==> src/rtl/cnn_ctrl_pkg.sv <==
// Shared types and constants for the digit-CNN frame sequencer.
// Holds the sequencer state encoding, the pixel ink levels and the default CNN input size.
package cnn_ctrl_pkg;

  typedef enum logic [1:0] {
    IDLE,
    STREAM,
    GAP,
    WAIT
  } seq_state_t;

  localparam logic [7:0] PIX_ON  = 8'hFF;
  localparam logic [7:0] PIX_OFF = 8'h00;

  localparam int CNN_IMG_W = 28;
  localparam int CNN_IMG_H = 28;

endpackage

==> src/rtl/cnn_frame_sequencer_raster_addr_gen.sv <==
// Raster-order (x, y) address generator for the cropped CNN window.
// Asserting clear and advance together steps straight to the pixel after the origin.
module raster_addr_gen
  import cnn_ctrl_pkg::*;
#(
  parameter  int IMG_W = CNN_IMG_W,
  parameter  int IMG_H = CNN_IMG_H,
  localparam int XW    = (IMG_W > 1) ? $clog2(IMG_W) : 1,
  localparam int YW    = (IMG_H > 1) ? $clog2(IMG_H) : 1
) (
  input  logic          clk,
  input  logic          rst,
  input  logic          clear,
  input  logic          advance,
  output logic [XW-1:0] x,
  output logic [YW-1:0] y,
  output logic          last
);

  logic [XW-1:0] base_x;
  logic [YW-1:0] base_y;

  always_comb begin
    base_x = clear ? '0 : x;
    base_y = clear ? '0 : y;
  end

  assign last = (x == XW'(IMG_W - 1)) && (y == YW'(IMG_H - 1));

  always_ff @(posedge clk) begin
    if (rst) begin
      x <= '0;
      y <= '0;
    end else if (advance) begin
      if (base_x == XW'(IMG_W - 1)) begin
        x <= '0;
        y <= (base_y == YW'(IMG_H - 1)) ? '0 : base_y + 1'b1;
      end else begin
        x <= base_x + 1'b1;
        y <= base_y;
      end
    end else if (clear) begin
      x <= '0;
      y <= '0;
    end
  end

endmodule

==> src/rtl/cnn_frame_sequencer.sv <==
// Snapshots the canvas, streams a cropped window to CNN_top and latches the digit or a timeout.
// Optional canvas-idle auto trigger is built when CNN_AUTO_TRIGGER_EN is defined.
module cnn_frame_sequencer
  import cnn_ctrl_pkg::*;
#(
  parameter int CANVAS_W         = 30,
  parameter int CANVAS_H         = 30,
  parameter int IMG_W            = CNN_IMG_W,
  parameter int IMG_H            = CNN_IMG_H,
  parameter int X_OFF            = 1,
  parameter int Y_OFF            = 1,
  parameter int PIXEL_GAP        = 0,
  parameter int TIMEOUT_CYCLES   = 65535,
  parameter int AUTO_IDLE_CYCLES = 25000000
) (
  input  logic                         clk,
  input  logic                         rst,
  input  logic                         i_start,
  input  logic [CANVAS_W*CANVAS_H-1:0] i_canvas,
  output logic [7:0]                   o_pixel,
  output logic                         o_pixel_valid,
  input  logic [3:0]                   i_digit,
  input  logic                         i_digit_valid,
  output logic [3:0]                   o_digit,
  output logic                         o_digit_valid,
  output logic                         o_busy,
  output logic                         o_timeout
);

  localparam int NBITS        = CANVAS_W * CANVAS_H;
  localparam int XW           = (IMG_W > 1) ? $clog2(IMG_W) : 1;
  localparam int YW           = (IMG_H > 1) ? $clog2(IMG_H) : 1;
  localparam int GAP_W        = ($clog2(PIXEL_GAP + 1) > 0) ? $clog2(PIXEL_GAP + 1) : 1;
  localparam int TO_W         = $clog2(TIMEOUT_CYCLES + 1);
  localparam int IDX_W        = $clog2(NBITS);
  localparam int FIRST_IDX    = Y_OFF * CANVAS_W + X_OFF;
  localparam bit SINGLE_PIXEL = (IMG_W * IMG_H == 1);

  if (X_OFF + IMG_W > CANVAS_W || Y_OFF + IMG_H > CANVAS_H ||
      TIMEOUT_CYCLES < 1 || AUTO_IDLE_CYCLES < 1) begin : g_param_check
    $error("cnn_frame_sequencer: crop window or cycle parameters out of range");
  end

  seq_state_t        state;
  logic [NBITS-1:0]  snap;
  logic [GAP_W-1:0]  gap_cnt;
  logic [TO_W-1:0]   to_cnt;
  logic              sent_all;
  logic [XW-1:0]     x;
  logic [YW-1:0]     y;
  logic              last;
  logic              start_req;
  logic              accept;
  logic              advance;
  logic [IDX_W-1:0]  pix_sel;

  assign accept  = (state == IDLE) && start_req;
  assign advance = accept || (state == STREAM);
  assign pix_sel = IDX_W'((32'(y) + 32'(Y_OFF)) * 32'(CANVAS_W) + 32'(x) + 32'(X_OFF));

  raster_addr_gen #(
    .IMG_W(IMG_W),
    .IMG_H(IMG_H)
  ) u_addr (
    .clk    (clk),
    .rst    (rst),
    .clear  (accept),
    .advance(advance),
    .x      (x),
    .y      (y),
    .last   (last)
  );

`ifdef CNN_AUTO_TRIGGER_EN
  localparam int ST_W = $clog2(AUTO_IDLE_CYCLES + 1);

  logic [NBITS-1:0] prev_canvas;
  logic [ST_W-1:0]  stable_cnt;
  logic             auto_fired;
  logic             canvas_changed;
  logic             auto_start;

  assign canvas_changed = (i_canvas != prev_canvas);
  assign auto_start     = !auto_fired && (|i_canvas) && (stable_cnt == ST_W'(AUTO_IDLE_CYCLES));
  assign start_req      = i_start || auto_start;

  // Any accepted start consumes the current stable canvas; only a new drawing re-arms.
  always_ff @(posedge clk) begin
    if (rst) begin
      prev_canvas <= '0;
      stable_cnt  <= '0;
      auto_fired  <= 1'b0;
    end else begin
      prev_canvas <= i_canvas;
      if (canvas_changed) begin
        stable_cnt <= '0;
        auto_fired <= 1'b0;
      end else begin
        if (stable_cnt != ST_W'(AUTO_IDLE_CYCLES)) begin
          stable_cnt <= stable_cnt + 1'b1;
        end
        if (accept) begin
          auto_fired <= 1'b1;
        end
      end
    end
  end
`else
  assign start_req = i_start;
`endif

  function automatic seq_state_t after_pixel(input logic was_last);
    if (PIXEL_GAP > 0) return GAP;
    else if (was_last) return WAIT;
    else return STREAM;
  endfunction

  // The first pixel comes straight from i_canvas so it is on the bus the cycle after acceptance.
  always_ff @(posedge clk) begin
    if (rst) begin
      state         <= IDLE;
      snap          <= '0;
      gap_cnt       <= '0;
      to_cnt        <= '0;
      sent_all      <= 1'b0;
      o_pixel       <= PIX_OFF;
      o_pixel_valid <= 1'b0;
      o_digit       <= 4'd0;
      o_digit_valid <= 1'b0;
      o_busy        <= 1'b0;
      o_timeout     <= 1'b0;
    end else begin
      o_pixel_valid <= 1'b0;
      o_digit_valid <= 1'b0;
      o_timeout     <= 1'b0;
      case (state)
        IDLE: begin
          gap_cnt  <= '0;
          to_cnt   <= '0;
          sent_all <= 1'b0;
          if (accept) begin
            snap          <= i_canvas;
            o_pixel       <= i_canvas[FIRST_IDX] ? PIX_ON : PIX_OFF;
            o_pixel_valid <= 1'b1;
            o_busy        <= 1'b1;
            sent_all      <= SINGLE_PIXEL;
            state         <= after_pixel(SINGLE_PIXEL);
          end
        end
        STREAM: begin
          o_pixel       <= snap[pix_sel] ? PIX_ON : PIX_OFF;
          o_pixel_valid <= 1'b1;
          sent_all      <= last;
          state         <= after_pixel(last);
        end
        GAP: begin
          if (gap_cnt == GAP_W'(PIXEL_GAP - 1)) begin
            gap_cnt <= '0;
            state   <= sent_all ? WAIT : STREAM;
          end else begin
            gap_cnt <= gap_cnt + 1'b1;
          end
        end
        WAIT: begin
          to_cnt <= to_cnt + 1'b1;
          if (i_digit_valid) begin
            o_digit       <= i_digit;
            o_digit_valid <= 1'b1;
            o_busy        <= 1'b0;
            state         <= IDLE;
          end else if (to_cnt == TO_W'(TIMEOUT_CYCLES - 1)) begin
            o_timeout <= 1'b1;
            o_busy    <= 1'b0;
            state     <= IDLE;
          end
        end
        default: state <= IDLE;
      endcase
    end
  end

endmodule

==> config.mk <==
export PLATFORM = sky130hd
export DESIGN_NAME = cnn_frame_sequencer
export DESIGN_NICKNAME = d
export VERILOG_FILES = /design/src/rtl/cnn_ctrl_pkg.sv /design/src/rtl/cnn_frame_sequencer_raster_addr_gen.sv /design/src/rtl/cnn_frame_sequencer.sv
export SDC_FILE = /design/constraint.sdc
export NUM_CORES = 2
export LEC_CHECK = 0
export ABC_CLOCK_PERIOD_IN_PS = 6800
export CORE_AREA = 2 2 362 364
export DETAILED_ROUTE_END_ITERATION = 10
export DIE_AREA = 0 0 364 366
export GPL_TIMING_DRIVEN = 0
export PLACE_DENSITY_LB_ADDON = 0.12
export SLEW_MARGIN = 20
export SYNTH_ARGS = -nofsm -noshare
export SYNTH_HDL_FRONTEND = slang
export SYNTH_SLANG_ARGS = --single-unit
==> constraint.sdc <==
create_clock -name clk -period 6.8 [get_ports clk]
set_clock_uncertainty 0.05 [all_clocks]
set_input_delay 0.68 -clock clk [delete_from_list [all_inputs] [get_ports clk]]
set_output_delay 0.68 -clock clk [all_outputs]
set_load 0.005 [all_outputs]
==> flow_summary.yaml <==
die:
  num_rows: 132
  dieArea_mm2: 0.133
  core_area_mm2: 0.129
  die_w_um: 364
  start_util: 0.317
  die_h_um: 366
  pin_count: 924
global_routing:
  grt_overflow: 0
  track_usage: 0.285
  grt_pass1_vias: 39500
  antenna_found_initial: 63
  grt_first_pass_wirelength_um: 274000
  grt_max_degree: 15
setup_path:
  critPathCaptureType: "register"
  rrSetupSlack_ns: 0.06
  r2r-start: "u_addr.x[0]"
  cp-start-kind: "register"
  r2r_end: "o_pixel[6]"
  worstSetupStartpoint: "u_addr.x[0]"
  ff2ff_path_depth: 18
  crit_arrival_ns: 7.27
  setup.worst_path.end: "o_pixel[6]"
  path_max_fanout: 10
  crit_type: "reg -> reg"
  cp.required_ns: 7.32
finish:
  fin_area_mm2: 0.0565
  area_growth_pct: 38.2
  final_cells: 7764
  nets: 6850
  drive_gt1_frac: 0.0895
sta:
  post-route-min-period_ns: 6.74
  max_freq_mhz: 148
  slew_violations: 0
  slew_headroom: 0.190
  min_period_over_period: 0.992
  setup_viol: 0
  worst_slew_pin_slew_ns: 1.22
  hold_viol: 0
route:
  drt_wl_total_um: 195000
  num_vias: 39300
  post-route-drc-count: 0
  vias_per_cell: 5.06
  wl_per_cell_um: 25.2
  first_pass_iters: 8
  ant_nets: 0
  drt-initial-drc-count: 2837
hold_path:
  min_path_type: "reg -> reg"
clock_tree:
  clkTransAtPathRegs_ns: 0.06
  cts_buffer_depth: 3
  cts_tree: "built"
  numClockSinks: 939
  root_buffer: "clkbuf_16"
  insertion_delay_ns: 0.69
  cts_buffers: 106
  htreeDepth: 3
power_and_ir_drop:
  p_leak_nw: 20.3
  totalPowerFinal_mw: 15.1
  ir_worst_vdd_mv: 0.213
  power.density_mw_per_mm2: 267
status:
  status: "completed"
placement:
  dp.cells: 7537
  io_buffers: 922
  placed_area_mm2: 0.0524
  hpwlAfterDp_um: 154000
  place.gp.congestion: 0.892
synth:
  async_flop_share: 0
  synth_edf_count: 0
  synth_area_mm2: 0.0408
  ys_types: 69
  synth_nets: 5810
  post-synth-top-count-cell: "nand2_1"
  synth.area.top_cells: "dfxtp_1 46%, nand2_1 18%, mux4_2 14%"
  synth_ff_type: "dfxtp_1"
  synth_top_cell_by_area: "dfxtp_1"
  synth_common_cells: "1947 x nand2_1, 947 x a21oi_1, 939 x dfxtp_1, 335 x clkbuf_1, 246 x mux4_2"
  yosys_register_bits: 939
  ys_seq_area_frac: 0.460
  synth_warnings: 0
  avgSynthCellArea_um2: 8.39
  yosysTopAreaCellShare: 0.460
  syn-instance-count: 4868
job:
  maxCapViolCount: 0
[what timing repair did]
item                                    CTS  global route
resized for setup                        41            12
pin swaps                                 1             0
hold buffers                              0             0
gates cloned                              0             0
hold endpoints to repair                  0             0
buffers inserted                          4             0
endpoints found under the setup margin    1             1
[per-layer routing]
metal | wire length (µm) | GRT usage | vias to the layer above | part of all wire
li1 | - | - | 18600 | -
met1 | 80500 | 0.354 | 19100 | 0.41
met2 | 95300 | 0.489 | 1256 | 0.49
met3 | 12700 | 0.0570 | 321 | 0.065
met4 | 6600 | 0.0987 | 62 | 0.034
met5 | 382 | 0 | - | 0.0020
[power by group]
group          switching, mW  internal [mW]  total [mW]
clock network           2.45           3.81        6.26
logic                   1.60           1.22        2.82
registers              0.159           5.81        5.97
total                   4.22           10.8        15.1
[metrics by stage]
step                      TNS [ns]  worst slack, ns  hold slack, ns   util
final                            0           0.0555           0.402  0.438
after global routing      -0.00374         -0.00374           0.415  0.438
after CTS                        0           0.0994           0.402  0.437
after detailed placement     -1.89            -1.89           0.393  0.406
after global placement       -2.79            -2.79           0.389  0.405
after floorplan                  0             1.92           0.381      -
[worst min-delay path by stage]
| stage | startpoint | slack [ns] | cells after the start | endpoint |
|---|---|---|---|---|
| finish | snap[893] | 0.40 | 2 | snap[893] |
| global route | snap[11] | 0.42 | 2 | snap[11] |
| CTS | snap[40] | 0.40 | 2 | snap[40] |
| detailed placement | snap[40] | 0.39 | 2 | snap[40] |
| global placement | snap[407] | 0.39 | 2 | snap[407] |
| floorplan | gap_cnt | 0.38 | 2 | gap_cnt |
[worst max-delay path, stage by stage (launching register included)]
cell and delay (ns):
dfxtp_1 0.37, buf_4 0.30, buf_6 0.35, buf_6 0.31
buf_4 0.33, clkinvlp_4 0.12, buf_4 0.19, buf_2 0.31
fa_1 0.60, xor2_2 0.68, buf_2 0.70, buf_4 0.32
buf_4 0.31, nand2_1 0.13, a311oi_2 0.52, nor4_1 0.09
o311ai_1 0.52, a41oi_1 0.19, o21ai_1 0.19
[area by class of cell]
class | instances | area [µm²]
flip-flops and latches | 939 | 18800
inverters | 27 | 105
clock inverters | 37 | 619
clock buffers | 161 | 3200
plain buffers | 401 | 1780
diodes | 24 | 60.1
fillers | 13200 | 72500
multi-input cells | 3501 | 20300
well taps | 1742 | 2180
repair buffers | 932 | 9370
[cell usage in the layout (no fill, tap or decap), drive strengths merged, types with 8 or more instances in the layout]
cell	n
a211oi	11
a21oi	948
a311oi	11
and2	9
and3	14
buf	75
bufinv	15
clkbuf	496
clkdlybuf4s50	922
clkinv	19
dfxtp	939
diode	24
ha	29
inv	29
mux2i	16
mux4	246
nand2	1947
nand3	36
nand4	12
nor2	48
nor3	11
nor4	9
o21ai	25
or3	8
xnor2	13
xor2	17
[logic make-up (layout without fill, tap and decap cells)]
group / Yosys count / count (layout) / share of synthesized area
flops: 939 / 939 / 0.460
other cells: 0 / 24 / 0
simple gates: 2124 / 2124 / 0.203
fa+ha+maj: 34 / 34 / 0.0113
compound gates: 1050 / 1050 / 0.135
buf+inv: 428 / 1558 / 0.0437
mux: 262 / 262 / 0.140
xor+xnor: 31 / 31 / 0.00745
[sequential cells by signal, indices dropped and copies added, names as in the netlist, 2 cells and up]
| signal | cells |
|---|---|
| to_cnt | 16 |
| state | 2 |
| u_addr.y | 5 |
| o_digit | 4 |
| u_addr.x | 5 |
| snap | 900 |
Power figures use the tool's default switching activity.
